[src/rtl/spi_slave_regs_pkg.sv]
// Shared constants, command codes and FSM encoding
// for the SPI register-bank slave.
package spi_slave_regs_pkg;

   localparam int CMD_BITS           = 8;
   localparam int ADDR_BITS          = 8;
   localparam int PAYLOAD_BITS       = 8;
   localparam int MASTER_FRAME_WIDTH = CMD_BITS + ADDR_BITS + PAYLOAD_BITS;
   localparam int BRIGHTNESS_WIDTH   = 7;

   localparam logic CS_ASSERT   = 1'b0;
   localparam logic CS_DEASSERT = 1'b1;

   localparam int REG_COUNT = 4;
   localparam int IDX_W     = 2;

   localparam logic [7:0] CMD_WRITE = 8'h80;
   localparam logic [7:0] CMD_READ  = 8'h40;

   localparam logic [4:0] CNT_MAX     = 5'd31;
   localparam logic [4:0] CNT_TX_LOAD = 5'd16;
   localparam logic [4:0] CNT_FRAME   = 5'd24;

   typedef enum logic [1:0] {
      ST_WAIT_IDLE = 2'd0,
      ST_IDLE      = 2'd1,
      ST_SHIFT     = 2'd2,
      ST_EVAL      = 2'd3
   } state_e;

   function automatic logic addr_in_range(input logic [7:0] a);
      return a < 8'(REG_COUNT);
   endfunction

endpackage

[src/rtl/spi_sync_edge.sv]
// Two-flop synchroniser with a third flop for edge detect.
// Level and edges are all taken from the second stage.
module spi_sync_edge #(
   parameter logic RST_VAL = 1'b0
) (
   input  logic clk_i,
   input  logic rst_i,
   input  logic d_i,
   output logic lvl_o,
   output logic rise_o,
   output logic fall_o
);

   logic s1_q, s2_q, s3_q;

   // Shift the async input through the sync chain
   always_ff @(posedge clk_i) begin
      if (rst_i) begin
         s1_q <= RST_VAL;
         s2_q <= RST_VAL;
         s3_q <= RST_VAL;
      end else begin
         s1_q <= d_i;
         s2_q <= s1_q;
         s3_q <= s2_q;
      end
   end

   assign lvl_o  = s2_q;
   assign rise_o = s2_q & ~s3_q;
   assign fall_o = ~s2_q & s3_q;

endmodule

[src/rtl/spi_slave_regs.sv]
// Mode-0 SPI slave decoding 24-bit write/read frames
// against a small register bank in the sysclk domain.
module spi_slave_regs
   import spi_slave_regs_pkg::*;
(
   input  logic                        sysclk,
   input  logic                        rst,
   input  logic                        cs,
   input  logic                        sclk,
   input  logic                        mosi,
   output logic                        miso,
   output logic                        o_frame_valid,
   output logic [7:0]                  o_cmd,
   output logic [7:0]                  o_addr,
   output logic [7:0]                  o_payload,
   output logic                        o_frame_err,
   output logic [BRIGHTNESS_WIDTH-1:0] o_brightness
);

   logic cs_lvl, cs_rise, cs_fall, cs_end;
   logic sclk_lvl, sclk_rise, sclk_fall;
   logic mosi_s1_q, mosi_s2_q;

   // cs resets to asserted so a frame already in flight
   // at reset release is held off in WAIT_IDLE
   spi_sync_edge #(.RST_VAL(CS_ASSERT)) u_cs_sync (
      .clk_i  (sysclk),
      .rst_i  (rst),
      .d_i    (cs),
      .lvl_o  (cs_lvl),
      .rise_o (cs_rise),
      .fall_o (cs_fall)
   );

   spi_sync_edge #(.RST_VAL(1'b0)) u_sclk_sync (
      .clk_i  (sysclk),
      .rst_i  (rst),
      .d_i    (sclk),
      .lvl_o  (sclk_lvl),
      .rise_o (sclk_rise),
      .fall_o (sclk_fall)
   );

   assign cs_end = (CS_DEASSERT == 1'b1) ? cs_rise : cs_fall;

   // Plain 2-flop synchroniser for mosi, aligned with sclk
   always_ff @(posedge sysclk) begin
      if (rst) begin
         mosi_s1_q <= 1'b0;
         mosi_s2_q <= 1'b0;
      end else begin
         mosi_s1_q <= mosi;
         mosi_s2_q <= mosi_s1_q;
      end
   end

   state_e state_q, state_d;
   logic [4:0]  cnt_q, cnt_d;
   logic [23:0] sh_q, sh_d;
   logic [7:0]  tx_q, tx_d;
   logic        miso_q, miso_d;
   logic [7:0]  cmd_q, cmd_d;
   logic [7:0]  addr_q, addr_d;
   logic [7:0]  pay_q, pay_d;
   logic        vld_q, vld_d;
   logic        err_q, err_d;
   logic [7:0]  reg_q [REG_COUNT];
   logic [7:0]  reg_d [REG_COUNT];
   logic [BRIGHTNESS_WIDTH-1:0] bri_q, bri_d;

   logic [7:0] hdr_cmd, hdr_addr;
   logic [7:0] f_cmd, f_addr, f_pay;

   assign hdr_cmd  = sh_q[15:8];
   assign hdr_addr = sh_q[7:0];
   assign f_cmd    = sh_q[23:16];
   assign f_addr   = sh_q[15:8];
   assign f_pay    = sh_q[7:0];

   // Next-state, shift datapath, miso and frame decode
   always_comb begin
      state_d = state_q;
      cnt_d   = cnt_q;
      sh_d    = sh_q;
      tx_d    = tx_q;
      miso_d  = miso_q;
      cmd_d   = cmd_q;
      addr_d  = addr_q;
      pay_d   = pay_q;
      vld_d   = 1'b0;
      err_d   = 1'b0;
      reg_d   = reg_q;
      bri_d   = reg_q[0][7:1];

      unique case (state_q)
         ST_WAIT_IDLE: begin
            if (cs_lvl == CS_DEASSERT) state_d = ST_IDLE;
         end
         ST_IDLE: begin
            cnt_d  = '0;
            sh_d   = '0;
            tx_d   = '0;
            miso_d = 1'b0;
            if (cs_lvl == CS_ASSERT && !sclk_lvl)
               state_d = ST_SHIFT;
         end
         ST_SHIFT: begin
            if (sclk_rise) begin
               sh_d = {sh_q[22:0], mosi_s2_q};
               if (cnt_q != CNT_MAX) cnt_d = cnt_q + 5'd1;
            end
            if (sclk_fall) begin
               if (cnt_q < CNT_TX_LOAD) begin
                  miso_d = 1'b0;
               end else if (cnt_q == CNT_TX_LOAD) begin
                  if (hdr_cmd == CMD_READ && addr_in_range(hdr_addr))
                     tx_d = reg_q[hdr_addr[IDX_W-1:0]];
                  else
                     tx_d = 8'h00;
                  miso_d = tx_d[7];
               end else if (cnt_q < CNT_FRAME) begin
                  tx_d   = {tx_q[6:0], 1'b0};
                  miso_d = tx_q[6];
               end else begin
                  miso_d = 1'b0;
               end
            end
            if (cs_end) state_d = ST_EVAL;
         end
         ST_EVAL: begin
            if (cnt_q == CNT_FRAME) begin
               cmd_d  = f_cmd;
               addr_d = f_addr;
               pay_d  = f_pay;
               vld_d  = 1'b1;
               if (f_cmd == CMD_WRITE && addr_in_range(f_addr))
                  reg_d[f_addr[IDX_W-1:0]] = f_pay;
            end else begin
               err_d = 1'b1;
            end
            state_d = ST_IDLE;
         end
         default: state_d = ST_WAIT_IDLE;
      endcase
   end

   // State and datapath registers
   always_ff @(posedge sysclk) begin
      if (rst) begin
         state_q <= ST_WAIT_IDLE;
         cnt_q   <= '0;
         sh_q    <= '0;
         tx_q    <= '0;
         miso_q  <= 1'b0;
         cmd_q   <= '0;
         addr_q  <= '0;
         pay_q   <= '0;
         vld_q   <= 1'b0;
         err_q   <= 1'b0;
         reg_q   <= '{default: '0};
         bri_q   <= '0;
      end else begin
         state_q <= state_d;
         cnt_q   <= cnt_d;
         sh_q    <= sh_d;
         tx_q    <= tx_d;
         miso_q  <= miso_d;
         cmd_q   <= cmd_d;
         addr_q  <= addr_d;
         pay_q   <= pay_d;
         vld_q   <= vld_d;
         err_q   <= err_d;
         reg_q   <= reg_d;
         bri_q   <= bri_d;
      end
   end

   assign miso          = miso_q;
   assign o_frame_valid = vld_q;
   assign o_frame_err   = err_q;
   assign o_cmd         = cmd_q;
   assign o_addr        = addr_q;
   assign o_payload     = pay_q;
   assign o_brightness  = bri_q;

endmodule
[config.mk]
export PLATFORM = sky130hd
export DESIGN_NAME = spi_slave_regs
export DESIGN_NICKNAME = d
export VERILOG_FILES = /design/src/rtl/spi_slave_regs_pkg.sv /design/src/rtl/spi_sync_edge.sv /design/src/rtl/spi_slave_regs.sv
export SDC_FILE = /design/constraint.sdc
export NUM_CORES = 1
export LEC_CHECK = 0
export CORE_ASPECT_RATIO = 1.5
export CORE_UTILIZATION = 54
export CTS_BUF_LIST = sky130_fd_sc_hd__clkbuf_4
export CTS_CLUSTER_DIAMETER = 60
export DETAILED_ROUTE_END_ITERATION = 10
export PLACE_DENSITY = 0.75
export SLEW_MARGIN = 20
export SYNTH_ARGS = -nofsm -noshare
export SYNTH_HDL_FRONTEND = slang
export SYNTH_SLANG_ARGS = --single-unit
[constraint.sdc]
create_clock -name sysclk -period 3.6 [get_ports sysclk]
set_clock_uncertainty 0.1 [all_clocks]
set_input_delay 0.9 -clock sysclk [delete_from_list [all_inputs] [get_ports sysclk]]
set_output_delay 0.9 -clock sysclk [all_outputs]
set_load 0.03 [all_outputs]
-- After elaboration in Yosys (flattened, before gate mapping)
Index checks and enable logic that the tools add are counted.
- flip-flop bits (word level): 112
- input port bits: 5
- output and inout bits: 34
- logic and storage cells: 100
- $add $sub $neg: 1
- magnitude comparators: 7
- equality and inequality tests: 16
- mux-type cells: 28
- bitwise operators: 10
- reduce and logical (&&, ||, !) cells: 15
- operator list (cell ; count):
    one-hot mux 24 bit (2 select lines) ; 1
    bitwise mux 32 bit ; 1
    2-to-1 mux 8 bit ; 4
    2-to-1 mux 7 bit ; 4
    2-to-1 mux 24 bit ; 1
    binary-select mux 8 bit (select 2 bit) ; 1
    demux 8 bit (select 2 bit) ; 1
    < comparator 8 x 3 -> 1 bit, second input constant ; 2
    one-hot mux 7 bit (2 select lines) ; 1
    != test 2 bit, second input constant ; 6
    equality test 5 bit, second input constant ; 2
    < comparator 5 bit, second input constant ; 2
    2-to-1 mux 5 bit ; 2
    one-hot mux 5 bit (2 select lines) ; 1
    AND reduction 3 bit ; 3
    equality test 8 x 7 -> 1 bit, second input constant ; 1
    equality test 8 bit, second input constant ; 1
    one-hot mux 2 bit (4 select lines) ; 1
    greater-or-equal comparator 3 bit, second input constant ; 2
    2-to-1 mux 1 bit ; 6
    2-to-1 mux 2 bit ; 3
    NOT 2 -> 3 bit ; 2
    AND reduction 2 bit ; 3
    adder 5 x 1 -> 5 bit, second input constant ; 1
    15 further kinds ; 25

-- Logic depth before layout (Yosys ltp)
Gate-level depths: netlist of the first run.
- word-level depth: 9
- gate-level depth with buffers: 8
- gate-level depth less buffers: 7

-- Cells and area by module
Synthesis of the first run repeated with hierarchy kept, for this count alone.
- cells, all modules: 463
- area total of the unflattened synthesis: 4530.6 um^2
- modules (own cells, without submodules) (module ; times used ; cells each ; area an instance (um^2) ; sequential area each (um^2)):
    spi_slave_regs ; 1 ; 447 ; 4347.9 ; 2122.0
    spi_sync_edge ; 2 ; 8 ; 91.3 ; 60.1

-- Worst setup path before layout of the first run
No wires, ideal clock.
- path type: register to register
- start: register cnt_q[0]
- end: register cnt_q[3]
- library setup time: 0.078 ns
- data arrival time: 1.694 ns
- path slack: 1.728 ns
- cell stages (with the launch flop): 9
- path buffers: 1
- period minus slack after synthesis: 1.872 ns
- cells stage by stage: dfxtp_1 -> ha_1 -> and3_1 -> ha_1 -> nor4bb_1 -> clkbuf_1 -> nand4_1 -> xor2_1 -> nor3_1
- word-level cells in the longest chain between the ends: 4
- RTL lines (element ; line ; text):
    start, declared ; spi_slave_regs.sv:58 ; logic [4:0] cnt_q, cnt_d;
    start signal, assigned ; spi_slave_regs.sv:164 ; cnt_q <= cnt_d;
    adder 5 x 1 -> 5 bit ; spi_slave_regs.sv:110 ; if (cnt_q != CNT_MAX) cnt_d = cnt_q + 5'd1;
    2-to-1 mux 5 bit ; spi_slave_regs.sv:110 ;
    2-to-1 mux 5 bit ; spi_slave_regs.sv:108 ; if (sclk_rise) begin
    one-hot mux 5 bit (2 select lines) ; spi_slave_regs.sv:95 ; unique case (state_q)
Parallel ways exist; a longest one is shown, timed or not. The select of a mux whose other input is x is not followed.
A chain may end at the register's enable or synchronous reset.

-- Final worst setup path of the first run
- start: register miso_q (netlist: miso)
- end: output port miso
- RTL lines (element ; line ; text):
    start, declared ; spi_slave_regs.sv:61 ; logic miso_q, miso_d;
    start signal, assigned ; spi_slave_regs.sv:167 ; miso_q <= miso_d;
    end, declared ; spi_slave_regs.sv:11 ; output logic miso,
No word-level cell between the ends.

==> results.json, run 1 <==
{
  "status": "complete, no violations",
  "diodes": 0,
  "syn_inst": 496,
  "powerDensity_nw_per_um2": 415,
  "synth_top_family_by_area": "simple AND/OR/NAND/NOR gates",
  "finalCritPeriodShare": 0.701,
  "yosys.area.top_type": "dfxtp_1",
  "arrival_ns": 1.52,
  "gp_congestion": 0.780,
  "crit_chain": "clkdlybuf4s50_1",
  "critPathTopFamily": "buffers and inverters",
  "p_switching_uw": 590,
  "clock-sinks": 112,
  "start_kind": "flop",
  "cp.buffers_inverters": 1,
  "power_frac_seq": 0.596,
  "drt_pass1_iterations": 4,
  "cp_max_fo": 2,
  "grt_use_total": 0.220,
  "slowest_delay_ns": 0.69,
  "cp.required_ns": 2.60,
  "die_y_um": 115,
  "core-area_um2": 8110,
  "internal-power_mw": 1.55,
  "hold_slack_ns": 0.361,
  "cp.depth": 1,
  "rsz0062_at_grt": "false",
  "fmax_mhz": 396,
  "drtIter0Drc": 257,
  "die_width_um": 77.3,
  "synth.avg_cell_area_um2": 9.26,
  "die_area_um2": 8880,
  "slew_viol_final": 0,
  "clk_pin_slew_ns": 0.16,
  "maxSlewHeadroom": 0.371,
  "ys_ff_latch": 112,
  "viasPerCell": 5.47,
  "antenna_found_initial": 0,
  "htree_levels": 3,
  "end_kind": "output port",
  "yosysTopAreaCellShare": 0.488,
  "worst-setup-path-type": "flop to output port",
  "cts_resized": 0,
  "vdd_drop_max_uv": 288,
  "fillCellCount": 713,
  "wl_per_cell_um": 14.6,
  "cpMaxStageDelayCell": "clkdlybuf4s50_1",
  "synth.area.top_cells": "dfxtp_1, mux2i_1, nand2_1",
  "synth.most_common_cell": "dfxtp_1",
  "cap_violations": 0,
  "synth_adder_area_share": 0.0218,
  "r2r_cells": 7,
  "clockRootBuffer": "clkbuf_4",
  "finalHoldViolCount": 0,
  "gr-total-overflow": 0,
  "area_growth_pct": 12.0,
  "combPwrFrac": 0.114,
  "async_flop_share": 0,
  "core.rowCount": 40,
  "layout-drive-gt1-share": 0.0787,
  "synth_commonest_cells": "dfxtp_1, nand2_1, a21oi_1, nand2b_1, mux2i_1",
  "wl_um": 9150,
  "synth_ff_type": "dfxtp_1",
  "dp_hpwl_um": 6200,
  "clk_latency_ns": 0.46,
  "synthMuxAreaShare": 0.111,
  "grt_start_max_net_pins": 62,
  "hold_path_depth": 1,
  "vias": 3422,
  "synth-edff-count": 0,
  "cts_hold_buf": 0,
  "tightest_slew_ns": 0.930,
  "yosysWarnings": 0,
  "io-pin-count": 39,
  "grt_pass1_wl_um": 15400,
  "drc": 0,
  "synth-compound-area-share": 0.0796,
  "cts_buffers": 9,
  "io_buffers": 38,
  "hold_class": "flop to flop",
  "grt_pass1_vias": 3246,
  "synth_area_um2": 4590,
  "ant_nets": 0,
  "synth_simple_gate_area_share": 0.247,
  "tns_ns": 0,
  "start_util": 0.566,
  "synth_nets": 509,
  "nets": 529,
  "postCtsSetupRepairBufs": 0,
  "cts_tree": "built",
  "ys_seq_area_frac": 0.488,
  "layout_min_cycle_time_ns": 2.52,
  "p_leak_nw": 1.87,
  "setup_viol": 0,
  "ys_types": 41,
  "pwr-share-clk": 0.290,
  "synth-xor-area-share": 0.00572,
  "swShare": 0.276,
  "clk_path_buf_depth": 2
}
## state kept, by name, summed over array words and instances (netlist names)
signal and count:
o_addr 8, u_sclk_sync.s1_q 1, mosi_s1_q 1, u_cs_sync.s1_q 1, state_q 2, o_brightness 7
u_sclk_sync.lvl_o 1, mosi_s2_q 1, u_cs_sync.lvl_o 1, bri_d 7, o_frame_err 1, u_sclk_sync.s3_q 1
o_frame_valid 1, tx_q 7, o_cmd 8, reg_q 25, sh_q 24, o_payload 8
cnt_q 5, miso 1, u_cs_sync.s3_q 1
## layout by cell type (no fill, tap or decap), types with 3 or more instances in the layout
cell,instances
or3_1,3
nor2_1,7
a21oi_1,52
ha_1,8
buf_4,7
a31oi_1,7
clkdlybuf4s50_1,37
nor3_1,5
nor3b_1,3
nor2b_1,11
nand3_1,27
o22ai_1,6
nand2b_1,43
nor4_1,7
dfxtp_1,112
mux4_2,8
clkbuf_4,9
mux2i_1,33
nand2_1,83
inv_1,18
clkinvlp_4,3
## area by class of cell
| class | instances | area, um2 | area share |
|---|---|---|---|
| clock buffers | 9 | 67.6 | 0.0131 |
| clock inverters | 7 | 71.3 | 0.0139 |
| inverters | 18 | 67.6 | 0.0131 |
| multi-input cells | 330 | 2140 | 0.415 |
| flip-flops and latches | 112 | 2240 | 0.436 |
| well taps | 105 | 131 | 0.0255 |
| repair buffers | 45 | 428 | 0.0832 |
## cell families (layout without fill, tap and decap cells)
family	count (synthesis)	after routing
and+or+nand+nor	210	210
muxes	41	41
DFF	112	112
adders and majority gates	8	8
buffers and inverters	54	79
xor gates and xnor gates	3	3
AOI/OAI and AO/OA	68	68
## metrics by stage
stage	instance area (um2)	std cells	total power, mW	utilization	setup slack [ns]
after floorplan	4590	496	1.48	-	1.73
after global placement	5000	610	1.53	0.617	1.27
after detailed placement	5000	610	1.54	0.617	1.17
after CTS	5140	626	2.15	0.634	1.05
after global routing	5140	626	2.23	0.634	0.874
final	5140	626	2.14	0.634	1.08
## routing by layer
layer | track usage | part of all wire
met2 | 0.368 | 0.50
met3 | 0.0357 | 0.031
met1 | 0.268 | 0.44
met5 | 0 | 0
met4 | 0.130 | 0.023
## path summary, 6_finish.rpt
path | start | to | slack [ns]
worst max-delay path | miso | miso | 1.08
worst min-delay path | u_cs_sync.s1_q | u_cs_sync.lvl_o | 0.36
worst max register to register | cnt_q[0] | cnt_q[3] | 1.15
worst min register to register | u_cs_sync.s1_q | u_cs_sync.lvl_o | 0.36
## power groups by stage
stage | combinational [mW] | sequential [mW] | clock [mW]
after floorplan | 0.183 | 1.30 | 0
after global placement | 0.231 | 1.30 | 0
after detailed placement | 0.242 | 1.30 | 0
after CTS | 0.243 | 1.27 | 0.636
after global routing | 0.266 | 1.28 | 0.688
final | 0.243 | 1.27 | 0.619
No activity file was read; power rests on OpenSTA's default activity.
==> run 2, diff against run 1 <==
==> constraint.sdc (replaced) <==
create_clock -name sysclk -period 2.4 [get_ports sysclk]
set_clock_uncertainty 0.1 [all_clocks]
set_input_delay 0.6 -clock sysclk [delete_from_list [all_inputs] [get_ports sysclk]]
set_output_delay 0.6 -clock sysclk [all_outputs]
set_load 0.03 [all_outputs]
==> run 2 against run 1 <==
Sequential cell count unchanged. Final cell count rose by 0.96%. Critical path type unchanged. Sequential power is 50% higher. Global-route usage increased by 0.19 points. Clock power rose by 65%. Cell area is 1.3% higher. Critical endpoint unchanged. Critical path depth unchanged. Via count is 0.41% higher. Total power increased by 54%. Non-clock buffer count increased by 6. Count of clock-buffer cells in the layout increased by 1.
==> results.json, run 2 (synthesis results as in run 1) <==
{
  "crit_chain": "clkdlybuf4s50_1",
  "gp_congestion": 0.816,
  "core-area_um2": 8110,
  "clk_path_buf_depth": 2,
  "ant_nets": 0,
  "maxSlewHeadroom": 0.587,
  "nets": 535,
  "io_buffers": 38,
  "fillCellCount": 733,
  "final_util": 0.642,
  "htree_levels": 3,
  "die_area_um2": 8880,
  "clk_pin_slew_ns": 0.15,
  "final_cell_mix": "dfxtp_1, nand2_1, a21oi_1, nand2b_1, clkdlybuf4s50_1",
  "grt_use_total": 0.222,
  "diodes": 0,
  "cp.required_ns": 1.70,
  "cpMaxStageDelayCell": "clkdlybuf4s50_1",
  "rsz0062_at_grt": "false",
  "area_growth_pct": 13.5,
  "viasPerCell": 5.44,
  "start_util": 0.566,
  "wl_per_cell_um": 14.4,
  "antenna_found_initial": 0,
  "hold_class": "flop to flop",
  "start_kind": "flop",
  "wl_um": 9090,
  "slowest_delay_ns": 0.68,
  "layout_commonest_cell": "dfxtp_1",
  "cts_buffers": 9,
  "cp_max_fo": 2,
  "arrival_ns": 1.51,
  "tns_ns": 0,
  "r2r_cells": 6,
  "r2r_setup_slack_ns": 0.29,
  "setup_viol": 0,
  "cts_hold_buf": 0,
  "critPathTopFamily": "buffers and inverters",
  "die_width_um": 77.3,
  "layout_min_cycle_time_ns": 2.21,
  "die_y_um": 115,
  "clk_latency_ns": 0.46,
  "drtIter0Drc": 221,
  "postCtsSetupRepairBufs": 0,
  "status": "complete, no violations",
  "fmax_mhz": 452,
  "regMostFlops": "reg_q",
  "grt_pass1_vias": 3312,
  "worstSetupStartpoint": "miso",
  "reg2reg_from": "cnt_q[0]",
  "cts_tree": "built",
  "finalCritPeriodShare": 0.922,
  "end_kind": "output port",
  "p_leak_nw": 1.91,
  "finalHoldViolCount": 0,
  "worst-setup-path-type": "flop to output port",
  "reg2reg_to": "bri_d[1]",
  "cp.depth": 1,
  "hold_path_depth": 1,
  "dp_hpwl_um": 6240,
  "cp.buffers_inverters": 1,
  "clockRootBuffer": "clkbuf_4",
  "drc": 0,
  "largest_reg_flops": 25,
  "powerDensity_nw_per_um2": 631,
  "vias": 3436,
  "tightest_slew_ns": 0.619,
  "cap_violations": 0,
  "drt_pass1_iterations": 5,
  "reg.largest.list": "reg_q x25, sh_q x24",
  "io-pin-count": 39,
  "crit_end": "miso",
  "grt_pass1_wl_um": 15400,
  "gr-total-overflow": 0,
  "clock-sinks": 112,
  "vdd_drop_max_uv": 457,
  "layout-drive-gt1-share": 0.0873,
  "slew_viol_final": 0,
  "core.rowCount": 40,
  "grt_start_max_net_pins": 33,
  "cts_resized": 0
}
## run 2: changes by cell type in the layout (fill, tap and decap cells not counted), sizes merged
cell	before	now
inv	19	18
buf	8	14
bufinv	1	2
clkbuf	9	10
clkinvlp	3	2
## run 2: report_power, final
part	internal (mW)	leakage (nW)	switching (mW)
clock	0.429	0.0800	0.587
sequential	1.88	0.903	0.0222
combinational	0.118	0.929	0.246
## run 2: per-layer routing
metal  part of all wire  vias up  global-route usage
met5                  0        -                   0
li1                   -     1737                   -
met1               0.44     1610               0.264
met4              0.029        0              0.0981
met3              0.035       19              0.0540
met2               0.49       70               0.381
## run 2: how the worst min path moves through the flow
| stage | slack, ns | from | end |
|---|---|---|---|
| after floorplan | 0.31 | mosi_s1_q | mosi_s2_q |
| after global placement | 0.32 | u_cs_sync.s1_q | u_cs_sync.lvl_o |
| after detailed placement | 0.33 | mosi_s1_q | mosi_s2_q |
| after CTS | 0.36 | mosi_s1_q | mosi_s2_q |
| after global routing | 0.37 | u_sclk_sync.s1_q | u_sclk_sync.lvl_o |
| final | 0.36 | u_sclk_sync.s1_q | u_sclk_sync.lvl_o |
## run 2: metrics by stage
| step | cell area [um2] | setup WS (ns) | total power [mW] | std cells | hold WS (ns) |
|---|---|---|---|---|---|
| after floorplan | 4590 | 0.528 | 2.22 | 496 | 0.314 |
| after global placement | 5050 | 0.411 | 2.30 | 616 | 0.320 |
| after detailed placement | 5050 | 0.326 | 2.31 | 616 | 0.331 |
| after CTS | 5210 | 0.142 | 3.32 | 632 | 0.362 |
| after global routing | 5210 | 0.101 | 3.44 | 632 | 0.369 |
| final | 5210 | 0.187 | 3.29 | 632 | 0.360 |
## run 2: cell type report
type	count	area, um2	area share
multi-input combinational	330	2140	0.410
timing repair buffer	51	473	0.0908
tap	105	131	0.0252
sequential	112	2240	0.430
clock inverter	6	83.8	0.0161
clock buffer	10	75.1	0.0144
inverter	18	67.6	0.0130
